<file path="src/rtl/timer_counter_pkg.sv">
// Shared definitions for the memory-mapped down-counting timer.
package timer_counter_pkg;

  // Word offsets decoded from addr[3:2]
  localparam logic [1:0] TC_CTRL   = 2'b00;
  localparam logic [1:0] TC_PRESET = 2'b01;
  localparam logic [1:0] TC_COUNT  = 2'b10;

  // CTRL field positions
  localparam int unsigned CTRL_EN      = 0;
  localparam int unsigned CTRL_MODE_LO = 1;
  localparam int unsigned CTRL_MODE_HI = 2;
  localparam int unsigned CTRL_IM      = 3;

  // Only mode 01 reloads; 00, 10 and 11 are one-shot
  localparam logic [1:0] MODE_PERIODIC = 2'b01;

  typedef enum logic [1:0] {
    TC_IDLE = 2'b00,
    TC_LOAD = 2'b01,
    TC_CNT  = 2'b10,
    TC_INT  = 2'b11
  } tc_state_e;

endpackage

</file>
<file path="src/rtl/timer_counter.sv">
// Down-counting timer with CTRL/PRESET/COUNT registers and a masked interrupt.
module timer_counter
  import timer_counter_pkg::*;
#(
  parameter logic [31:0] PRESET_INIT = 32'h0000_0000,
  parameter logic [31:0] CTRL_MASK   = 32'h0000_000F
) (
  input  logic        clk,
  input  logic        reset,
  input  logic [31:0] addr,
  input  logic        we,
  input  logic [31:0] wdata,
  output logic [31:0] rdata,
  output logic        irq
);

  tc_state_e   state_q, state_d;
  logic [31:0] ctrl_q, ctrl_d;
  logic [31:0] preset_q;
  logic [31:0] count_q, count_d;
  logic        flag_q, flag_d;
  logic        irq_q, irq_d;
  logic        ctrl_wr, preset_wr;
  logic        unused_addr_bits;

  assign unused_addr_bits = ^{addr[31:4], addr[1:0]};
  assign ctrl_wr   = we && (addr[3:2] == TC_CTRL);
  assign preset_wr = we && (addr[3:2] == TC_PRESET);
  assign irq       = irq_q;

  // Next-state, counter and flag update; a CTRL write overrides the FSM's own CTRL/flag changes
  always_comb begin
    state_d = state_q;
    ctrl_d  = ctrl_q;
    count_d = count_q;
    flag_d  = flag_q;
    unique case (state_q)
      TC_IDLE: begin
        if (ctrl_q[CTRL_EN]) state_d = TC_LOAD;
      end
      TC_LOAD: begin
        count_d = preset_q;
        state_d = TC_CNT;
      end
      TC_CNT: begin
        if (!ctrl_q[CTRL_EN]) begin
          state_d = TC_IDLE;
        end else if (count_q > 32'd1) begin
          count_d = count_q - 32'd1;
        end else begin
          count_d = '0;
          flag_d  = 1'b1;
          state_d = TC_INT;
        end
      end
      TC_INT: begin
        state_d = TC_IDLE;
        if (ctrl_q[CTRL_MODE_HI:CTRL_MODE_LO] == MODE_PERIODIC) flag_d = 1'b0;
        else ctrl_d[CTRL_EN] = 1'b0;
      end
      default: state_d = TC_IDLE;
    endcase
    if (ctrl_wr) begin
      ctrl_d = wdata & CTRL_MASK;
      flag_d = 1'b0;
    end
    // irq is held one cycle past a periodic flag clear so the pulse spans INT and the
    // following IDLE; computing it here keeps the output a single flop
    irq_d = ctrl_d[CTRL_IM] & (flag_d | (flag_q & ~ctrl_wr));
  end

  // State and register storage
  always_ff @(posedge clk or negedge reset) begin
    if (!reset) begin
      state_q  <= TC_IDLE;
      ctrl_q   <= '0;
      preset_q <= PRESET_INIT;
      count_q  <= '0;
      flag_q   <= 1'b0;
      irq_q    <= 1'b0;
    end else begin
      state_q <= state_d;
      ctrl_q  <= ctrl_d;
      count_q <= count_d;
      flag_q  <= flag_d;
      irq_q   <= irq_d;
      if (preset_wr) preset_q <= wdata;
    end
  end

  // Combinational, side-effect-free register read
  always_comb begin
    rdata = '0;
    case (addr[3:2])
      TC_CTRL:   rdata = ctrl_q;
      TC_PRESET: rdata = preset_q;
      TC_COUNT:  rdata = count_q;
      default:   rdata = '0;
    endcase
  end

endmodule

</file>
<file path="config.mk">
export PLATFORM = sky130hd
export DESIGN_NAME = timer_counter
export DESIGN_NICKNAME = d
export VERILOG_FILES = /design/src/rtl/timer_counter_pkg.sv /design/src/rtl/timer_counter.sv
export SDC_FILE = /design/constraint.sdc
export NUM_CORES = 1
export LEC_CHECK = 0
export CORE_ASPECT_RATIO = 1.25
export CORE_MARGIN = 5
export CORE_UTILIZATION = 25
export DETAILED_ROUTE_END_ITERATION = 10
export PLACE_DENSITY_LB_ADDON = 0.12
export SLEW_MARGIN = 20
export SYNTH_ARGS = -nofsm -noshare
export SYNTH_HDL_FRONTEND = slang
export SYNTH_SLANG_ARGS = --single-unit
export TNS_END_PERCENT = 100
</file>
<file path="constraint.sdc">
create_clock -name clk -period 5.95 [get_ports clk]
set_input_delay 1.19 -clock clk [delete_from_list [all_inputs] [get_ports clk]]
set_output_delay 1.19 -clock clk [all_outputs]
set_load 0.01 [all_outputs]
</file>
Word-level counts from Yosys, hierarchy flattened:

Cells that the tools add are included.
Widths: inputs -> output; s select.

* bits in registers: 72
* bits in latches: 0
* RAM bits: 0
* bits in read-only memories: 0
* bits of input ports: 67
* memories: 0

* add/subtract/negate cells: 1
* $mul: 0
* div/mod/pow operators: 0
* $lt $le $gt $ge: 1
* eq/ne operators: 10
* shifts and indexed selects: 0
* mux-type cells: 16
* bitwise gates (word level): 4
* reduce and logical (&&, ||, !) cells: 9

Operator list (number)
* $pmux 32 s3: 1
* $mux 32: 2
* $pmux 32 s2: 1
* $gt 32x1->1 const B: 1
* $sub 32x1->32 const B: 1
* $pmux 2 s4: 1
* $eq 2x1->1 const B: 3
* $eq 2x2->1 const B: 3
* $mux 1: 6
* $mux 2: 3
* $ne 2x2->1 const B: 3
* $reduce_and 2->1: 3
* $logic_not 2->1: 2
* $mux 4: 1
* $reduce_bool 2->1: 2
* $ne 3x3->1 const B: 1
* $and 1x1->1: 2
* $logic_and 1x1->1: 2
* $pmux 1 s2: 1
* $not 1->1: 1
* $or 1x1->1: 1

Logic depth before layout (Yosys ltp):

Gate-level depths: netlist (run 1).

* depth in word-level cells: 7
* depth in mapped cells: 9
* depth with buffers taken out: 7

Worst setup path after synthesis (run 1):

No wires, ideal clock.

* path kind: input -> output
* start point: input port addr[3]
* end point: output port rdata[10]
* arrival time: 2.393 ns
* slack: 2.367 ns
* stages: 5
* buffers on the path: 3
* cell sequence: clkbuf_1 nor2b_1 clkbuf_1 buf_1 a22o_1

* longest elaborated chain between the ends: 2
* elaborated cells between the ends (all ways): 4

Ends and longest elaborated chain
* start, declared: line timer_counter.sv:10 `input logic [31:0] addr,`
* $eq 2x2->1, or another cell as far along: line timer_counter.sv:94 `case (addr[3:2])`
* $pmux 32 s3 *: line timer_counter.sv:94
* end, declared: line timer_counter.sv:13 `output logic [31:0] rdata,`

Mark *: on every way between the ends. The rest lies on a longest branch, timed or not.

Worst setup path after layout (run 1):

* start point: input port addr[2]
* end point: output port rdata[16]

The elaborated chain is that of the path after synthesis.

==> flow_summary.json, run 1 <==
{
  "antenna_found_initial": 0,
  "yosys.area_share.adder": 0.00596,
  "cp_cell_sequence": "clkdlybuf4s50_1 -> nor2b_2 -> buf_4 -> a22o_1 -> clkdlybuf4s50_1",
  "layout.core_utilization": 0.322,
  "synth_compound_gate_area_share": 0.214,
  "r2r_cells": 7,
  "worst_min_delay_path_startpoint": "ctrl_q[3]",
  "setup.worst_path.class": "input port to output pin",
  "grt_pass1_vias": 3817,
  "maxCapViolations": 0,
  "slew_violations": 0,
  "synthesis.area_um2": 4200,
  "final_design_area_no_fill_um2": 5360,
  "worstReg2RegEnd": "count_q[28]",
  "synth_async_sr_flop_share": 1.00,
  "holdCritPathClass": "flip-flop to flip-flop",
  "syn-instance-count": 424,
  "final_antenna_net_count": 0,
  "cts_sinks": 72,
  "min_path_cells": 2,
  "track_usage": 0.139,
  "die_width_um": 126,
  "critical_path.slowest_cell": "nor2b_2",
  "detailedRoute.firstPassIterationCount": 4,
  "vdd_ir_drop_max_mv": 0.171,
  "cts.hold.buffers_added": 0,
  "worstPathBufferInverterCount": 3,
  "outcome": "finished clean",
  "core_um2": 16600,
  "postRouteWirelength_mm": 13.3,
  "crit_required_ps": 4760,
  "cts_buffers": 9,
  "skew_ps": 6.82,
  "diodes": 0,
  "synthToLayoutAreaGrowth_pct": 27.5,
  "clockRootBuffer": "clkbuf_16",
  "critPathTopFamily": "buffers and inverters",
  "fp.dieH_um": 155,
  "detailed_place.area_um2": 5050,
  "rr_startpoint": "count_q[1]",
  "cts_tree": "built",
  "drc": 0,
  "report.final.setup_viol": 0,
  "synthXorXnorAreaFrac": 0,
  "detail_route.wl_per_cell_um": 18.9,
  "cts_resized": 0,
  "slew_headroom": 0.408,
  "placement_rows": 53,
  "r2r_slack_ps": 2970,
  "overall_overflow_remaining_after_global_route": 0,
  "worst_slew_pin_slew_ps": 885,
  "timing.setup.tns_ps": 0,
  "clkTransAtPathRegs_ps": 60,
  "cpMostUsedCell": "clkdlybuf4s50_1",
  "synth_simple_gate_area_frac": 0.206,
  "final_period_demand_of_the_worst_path_ps": 4860,
  "post-cts-setup-buffers": 0,
  "worst_endpoint_data_arrival_time_ps": 3670,
  "power.density_cell_area_nw_per_um2": 431,
  "gpl.final_weighted_congestion": 0.802,
  "synth_top_family_by_area": "compound AO/OA/AOI/OAI gates",
  "first_iter_violations": 183,
  "drive_gt1_frac": 0.154,
  "end_kind": "output pin",
  "fmaxAchievable_ghz": 0.206,
  "dp.final_hpwl_mm": 9.04,
  "pin_count": 100,
  "vias": 3618,
  "mappedNetlistNets": 493,
  "clkLatencyLatePin_ps": 340,
  "postSynth.topFlopCell": "dfrtp_1",
  "port_bufs": 69,
  "yosys_warnings": 0,
  "final_min_period_over_clock_period": 0.816,
  "filler_cell_count": 1722,
  "syn-mean-instance-area_um2": 9.91,
  "rsz0062_at_grt": "false",
  "clk_path_buf_depth": 2,
  "grt_pass1_wl_mm": 21.7,
  "critPathLaunchType": "input port",
  "synth_edf_count": 0,
  "cts.htree.levels": 3,
  "yosys-mux-area-fraction": 0.0950,
  "report.final.hold_viol_count": 0,
  "max_stage_delay_ps": 740,
  "drt-vias-per-instance": 5.17,
  "final_net_count": 544,
  "hold_ws_ps": 506,
  "worstPathMaxFanout": 17,
  "design.die.area_um2": 19500,
  "synth_sequential_area_ratio": 0.429,
  "largest_net_degree_at_the_start_of_global_routing": 40,
  "synthDistinctLibCells": 55,
  "floorplan.initialDensity": 0.252,
  "synth.ff_latch_count": 72,
  "worstHoldEndpoint": "ctrl_q[3]",
  "power.static_leakage_uw": 0.00208
}
-- synth_stat cells (2+ instances only) --
master	n	area [um2]
dfrtp_1	72	1800
nand2_1	51	191
a22o_1	32	280
mux2_2	31	349
clkbuf_1	21	78.8
nand3_1	21	105
nor2_1	17	63.8
a21oi_1	14	70.1
nor3_1	11	55.1
o21ai_0	11	55.1
or4_1	10	75.1
a22oi_1	7	52.6
a31oi_1	7	43.8
inv_1	7	26.3
nor4_1	7	43.8
and3_1	6	37.5
buf_1	6	22.5
o211ai_1	6	45.0
o31ai_1	6	45.0
mux2i_1	5	50.1
nor2b_1	5	31.3
a32oi_1	4	35.0
buf_2	4	20.0
buf_6	4	45.0
nand4_1	4	25.0
nor3b_1	4	30.0
o311a_1	4	40.0
o41ai_1	4	35.0
or3_1	4	25.0
a31o_2	3	26.3
and2_1	3	18.8
nor4_4	3	63.8
o311ai_0	3	26.3
a221o_1	2	20.0
ha_1	2	25.0
nand2b_1	2	12.5
o2111ai_1	2	17.5
o221ai_1	2	17.5
-- report_power, final --
group          total, uW  leakage, uW  internal (uW)  switching (uW)
combinational        886      0.00104            392             494
clock                565     0.000148            346             219
sequential           859     0.000889            638             221
-- how the worst max path moves through the flow --
stage / startpoint / end / slack [ps] / cells past startpoint
final: addr[2] / rdata[16] / 1090 / 5
after global routing: addr[2] / rdata[13] / 960 / 5
after global placement: addr[2] / rdata[3] / 1040 / 6
after detailed placement: addr[2] / rdata[16] / 1040 / 5
after floorplan: addr[3] / rdata[10] / 2370 / 5
after CTS: addr[2] / rdata[16] / 1050 / 5
-- layout make-up --
type / count / area, um2 / area share
clock inverters: 5 / 55.1 / 0.0103
repair buffers: 76 / 741 / 0.138
clock buffers: 11 / 253 / 0.0472
well taps: 220 / 275 / 0.0514
inverters: 7 / 26.3 / 0.00490
flip-flops and latches: 72 / 1800 / 0.336
multi-input cells: 309 / 2210 / 0.412
-- routing by layer --
| layer | wire, um | vias up | share of wire | GRT usage |
|---|---|---|---|---|
| met5 | 0 | - | 0 | 0 |
| met4 | 106 | 0 | 0.0080 | 0.0445 |
| met3 | 430 | 8 | 0.032 | 0.0216 |
| met2 | 6990 | 74 | 0.53 | 0.244 |
| met1 | 5730 | 1811 | 0.43 | 0.176 |
| li1 | - | 1725 | - | - |
-- stage by stage --
step,power (uW),setup WS [ps],instances
after global placement,1750,1040,684
final,2310,1090,700
after global routing,2490,961,700
after detailed placement,1760,1040,684
after floorplan,1440,2370,424
after CTS,2340,1050,700
-- placed cells by master, fill, tap and decap left out, types with 2 or more instances in the layout --
cell type / Yosys / routed
a21oi_1: 14 / 13
a221o_1: 2 / 2
a22o_1: 32 / 32
a22oi_1: 7 / 7
a31o_2: 3 / 3
a31oi_1: 7 / 7
a32oi_1: 4 / 4
and2_1: 3 / 3
and3_1: 6 / 6
buf_4: 0 / 8
clkbuf_16: 0 / 9
clkbuf_8: 0 / 2
clkdlybuf4s50_1: 0 / 68
clkinv_2: 0 / 2
clkinvlp_4: 0 / 2
dfrtp_1: 72 / 72
ha_1: 2 / 2
inv_1: 7 / 7
mux2_2: 31 / 31
mux2i_1: 5 / 5
nand2_1: 51 / 51
nand2b_1: 2 / 2
nand3_1: 21 / 21
nand4_1: 4 / 4
nor2_1: 17 / 17
nor2b_2: 0 / 3
nor3_1: 11 / 11
nor3b_1: 4 / 4
nor4_1: 7 / 7
nor4_4: 3 / 3
o2111ai_1: 2 / 2
o211ai_1: 6 / 6
o21ai_0: 11 / 11
o221ai_1: 2 / 2
o311a_1: 4 / 4
o311ai_0: 3 / 3
o31ai_1: 6 / 6
o41ai_1: 4 / 4
or3_1: 4 / 4
or4_1: 10 / 10
-- flip-flops by register name (all words and copies together) (netlist names) --
| name | flops |
|---|---|
| count_q | 32 |
| ctrl_q | 4 |
| flag_q | 1 |
| irq | 1 |
| preset_q | 32 |
| state_q | 2 |
-- logic make-up (layout without fill, tap and decap cells) --
kind of cell	Yosys count	in the layout
flops	72	72
simple gates	156	156
fa+ha+maj	2	2
compound gates	115	115
buf+inv	43	99
mux	36	36
-- worst register-to-register path: cells and delay by family, from the launching register on --
kind | cells | cell delay, ps
DFF | 1 | 430
adders and majority gates | 1 | 250
AOI/OAI and AO/OA | 2 | 480
and+or+nand+nor | 3 | 1600
buffers and inverters | 1 | 130
Power figures use the tool's default switching activity.
==> run 2: changes to the inputs <==
==> constraint.sdc (replaced) <==
create_clock -name clk -period 4.56 [get_ports clk]
set_input_delay 0.912 -clock clk [delete_from_list [all_inputs] [get_ports clk]]
set_output_delay 0.912 -clock clk [all_outputs]
set_load 0.01 [all_outputs]
==> flow_summary.json, run 2 (synthesized netlist as in run 1, its figures left out) <==
{
  "layout.core_utilization": 0.323,
  "largest_net_degree_at_the_start_of_global_routing": 73,
  "synthToLayoutAreaGrowth_pct": 28.0,
  "final_period_demand_of_the_worst_path_ps": 3770,
  "diodes": 0,
  "final_min_period_over_clock_period": 0.828,
  "final_design_area_no_fill_um2": 5380,
  "timing.setup.tns_ps": 0,
  "drive_gt1_frac": 0.157,
  "cts_tree": "built",
  "drc": 0,
  "final_antenna_net_count": 0,
  "power.static_leakage_uw": 0.00210,
  "holdCritPathClass": "flip-flop to flip-flop",
  "slew_violations": 0,
  "detailed_place.area_um2": 5080,
  "core_um2": 16600,
  "grt_pass1_vias": 3846,
  "slew_headroom": 0.360,
  "floorplan.initialDensity": 0.252,
  "cts_buffers": 9,
  "design.die.area_um2": 19500,
  "skew_ps": 6.03,
  "gr-usage-met2": 0.236,
  "placement_rows": 53,
  "outcome": "finished clean",
  "maxCapViolations": 0,
  "dp.final_hpwl_mm": 8.89,
  "worstPathMaxFanout": 16,
  "worst_min_delay_path_startpoint": "ctrl_q[2]",
  "fp.dieH_um": 155,
  "report.final.setup_viol": 0,
  "critical_path_start": "addr[3]",
  "crit_required_ps": 3650,
  "port_bufs": 69,
  "end_kind": "output pin",
  "postRouteWirelength_mm": 12.9,
  "clkLatencyLatePin_ps": 340,
  "reg_top3": "count_q x32, preset_q x32, ctrl_q x4",
  "antenna_found_initial": 0,
  "highest_count_cells_in_the_layout_ignoring_fill_and_taps": "dfrtp_1 (72), clkdlybuf4s50_1 (68), nand2_1 (51)",
  "worst_slew_pin_slew_ps": 960,
  "cts.hold.buffers_added": 0,
  "rsz0062_at_grt": "false",
  "die_width_um": 126,
  "report.final.hold_viol_count": 0,
  "clkTransAtPathRegs_ps": 60,
  "vdd_ir_drop_max_mv": 0.199,
  "final_critical_path_setup_slack_ps": 785,
  "cts_resized": 0,
  "grt_pass1_wl_mm": 21.2,
  "worst_endpoint_data_arrival_time_ps": 2860,
  "place_ws_ps": 776,
  "final_net_count": 548,
  "final_common_cell": "dfrtp_1",
  "pin_count": 100,
  "vias": 3653,
  "cpMostUsedCell": "clkdlybuf4s50_1",
  "drt-vias-per-instance": 5.20,
  "rr_startpoint": "count_q[5]",
  "post-cts-setup-buffers": 0,
  "fmaxAchievable_ghz": 0.265,
  "critPathLaunchType": "input port",
  "hold_ws_ps": 507,
  "detail_route.wl_per_cell_um": 18.3,
  "gr-usage-met3": 0.0199,
  "gpl.final_weighted_congestion": 0.742,
  "clockRootBuffer": "clkbuf_16",
  "top_usage_layer": "met2",
  "overall_overflow_remaining_after_global_route": 0,
  "cts.htree.levels": 3,
  "max_stage_delay_ps": 700,
  "power.density_cell_area_nw_per_um2": 554,
  "cp_cell_sequence": "clkdlybuf4s50_1 -> nor2b_2 -> buf_4 -> a22o_1 -> clkdlybuf4s50_1",
  "cts_sinks": 72,
  "grtUsageMet1": 0.170,
  "first_iter_violations": 197,
  "detailedRoute.firstPassIterationCount": 4,
  "setup.worst_path.class": "input port to output pin",
  "clk_path_buf_depth": 2,
  "track_usage": 0.135,
  "critical_path.slowest_cell": "clkdlybuf4s50_1"
}
==> run 2: area by class of cell <==
class,count,area (um2)
Clock inverter,4,45.0
Multi-Input combinational cell,309,2200
Clock buffer,11,243
Inverter,7,26.3
Tap cell,220,275
Sequential cell,72,1800
Timing Repair Buffer,80,785
Fill cell,1711,11300
==> run 2: metrics by stage <==
| step | cells | power (uW) |
|---|---|---|
| CTS | 703 | 3020 |
| global route | 703 | 3200 |
| finish | 703 | 2980 |
| detailed placement | 688 | 2300 |
| floorplan | 424 | 1880 |
| global placement | 688 | 2290 |
==> run 2: path summary, 6_finish.rpt <==
kind / end / slack (ps) / depth (start not counted)
worst min register to register: ctrl_q[2] / 510 / 2
max in group asynchronous: preset_q[28] / 3390 / 2
min in group asynchronous: preset_q[8] / 700 / 2
worst max register to register: count_q[14] / 1730 / 5
worst min-delay path: ctrl_q[2] / 510 / 2
worst max-delay path: rdata[16] / 790 / 5
==> run 2: critical path, delay by kind of cell <==
kind | cells | cell delay [ps]
buf+inv | 3 | 1500
simple gates | 1 | 260
compound gates | 1 | 180
==> run 2: per-layer routing <==
layer,up-vias,share of wire
met3,12,0.034
met1,1825,0.44
li1,1733,-
met2,83,0.52
met4,0,0.011
met5,-,0
==> run 2: power by group <==
part	total, uW	leakage [uW]	switching (uW)	internal [uW]
sequential	1150	0.000889	314	832
combinational	1130	0.00107	611	521
clock	701	0.000145	268	433
==> run 3: changes to the inputs <==
==> constraint.sdc (replaced) <==
create_clock -name clk -period 3.13 [get_ports clk]
set_input_delay 0.626 -clock clk [delete_from_list [all_inputs] [get_ports clk]]
set_output_delay 0.626 -clock clk [all_outputs]
set_load 0.01 [all_outputs]
==> flow_summary.json, run 3 (synthesized netlist as in run 1, its figures left out) <==
{
  "fmaxAchievable_ghz": 0.332,
  "clkLatencyLatePin_ps": 350,
  "cts.hold.buffers_added": 0,
  "core_um2": 16600,
  "final_min_period_over_clock_period": 0.963,
  "report.final.hold_viol_count": 0,
  "slew_violations": 0,
  "clk_path_buf_depth": 2,
  "critPathLaunchType": "input port",
  "filler_cell_count": 1732,
  "first_iter_violations": 185,
  "fp.dieH_um": 155,
  "r2r_cells": 6,
  "worstPathMaxFanout": 16,
  "detailedRoute.firstPassIterationCount": 4,
  "clockRootBuffer": "clkbuf_16",
  "power.static_leakage_uw": 0.00216,
  "detail_route.wl_per_cell_um": 18.3,
  "worst_endpoint_data_arrival_time_ps": 2390,
  "rsz0062_at_grt": "false",
  "drc": 0,
  "design.die.area_um2": 19500,
  "slew_headroom": 0.494,
  "cts_buffers": 9,
  "skew_ps": 8.52,
  "floorplan.initialDensity": 0.252,
  "rr_startpoint": "count_q[5]",
  "vdd_ir_drop_max_mv": 0.260,
  "largest_net_degree_at_the_start_of_global_routing": 62,
  "critical_path.endpoint": "rdata[18]",
  "power.density_cell_area_nw_per_um2": 791,
  "setup.worst_path.class": "input port to output pin",
  "grt_pass1_wl_mm": 21.4,
  "postRouteWirelength_mm": 13.1,
  "final_common_cell": "dfrtp_1",
  "track_usage": 0.138,
  "end_kind": "output pin",
  "diodes": 0,
  "synthToLayoutAreaGrowth_pct": 30.1,
  "pin_count": 100,
  "cts_sinks": 72,
  "cts_resized": 0,
  "final_net_count": 562,
  "crit_required_ps": 2500,
  "cts.htree.levels": 3,
  "timing.setup.tns_ps": 0,
  "layout.core_utilization": 0.328,
  "dp.final_hpwl_mm": 9.40,
  "report.final.setup_viol": 0,
  "worst_slew_pin_slew_ps": 752,
  "final_period_demand_of_the_worst_path_ps": 3010,
  "port_bufs": 69,
  "critical_path_start": "addr[3]",
  "drt-vias-per-instance": 5.13,
  "grt_pass1_vias": 3886,
  "final_antenna_net_count": 0,
  "outcome": "finished clean",
  "die_width_um": 126,
  "gpl.final_weighted_congestion": 0.784,
  "hold_ws_ps": 173,
  "highest_count_cells_in_the_layout_ignoring_fill_and_taps": "dfrtp_1 (72), clkdlybuf4s50_1 (68), nand2_1 (51)",
  "report.power.total_uw": 4330,
  "overall_overflow_remaining_after_global_route": 0,
  "antenna_found_initial": 0,
  "r2r_slack_ps": 550,
  "drive_gt1_frac": 0.173,
  "post-cts-setup-buffers": 0,
  "cts_tree": "built",
  "maxCapViolations": 0,
  "placement_rows": 53,
  "reg_top3": "count_q x32, preset_q x32, ctrl_q x4",
  "worstReg2RegEnd": "flag_q",
  "clkTransAtPathRegs_ps": 50,
  "holdCritPathClass": "input port to async pin",
  "vias": 3676
}
-- run 3: final cells by class --
cell class	count	area, um2	area share
clock buffers	13	250	0.0458
clock inverters	1	5.00	0.000915
inverters	7	26.3	0.00481
multi-input cells	309	2200	0.402
flip-flops and latches	72	1800	0.330
well taps	220	275	0.0503
repair buffers	94	911	0.167
-- run 3: critical path: stages --
cell	delay, ps
clkdlybuf4s50_1	560
nor2b_2	220
buf_4	250
a22o_1	180
clkdlybuf4s50_1	540
-- run 3: report_power, final --
group | total (uW) | switching (uW) | internal [uW]
logic | 1750 | 947 | 806
clock network | 950 | 401 | 549
registers | 1620 | 409 | 1210
total | 4330 | 1760 | 2570
-- run 3: per-layer routing --
layer,GRT usage,wire [um]
met2,0.244,6900
met4,0.0583,241
met3,0.0209,311
met1,0.167,5670
met5,0,0
-- run 3: worst min-delay path by stage --
| stage | endpoint | cells past startpoint |
|---|---|---|
| final | preset_q[9] | 1 |
| after global routing | preset_q[9] | 1 |
| after CTS | preset_q[16] | 1 |
| after detailed placement | ctrl_q[1] | 2 |
| after global placement | ctrl_q[3] | 2 |
| after floorplan | count_q[0] | 0 |
-- run 3: stage by stage --
step / cells / setup WS, ps / area (um2)
after detailed placement: 702 / 108 / 5210
after global routing: 716 / 30.5 / 5470
after CTS: 716 / 93.7 / 5470
after floorplan: 424 / 675 / 4200
after global placement: 702 / 89.9 / 5210
final: 716 / 115 / 5470
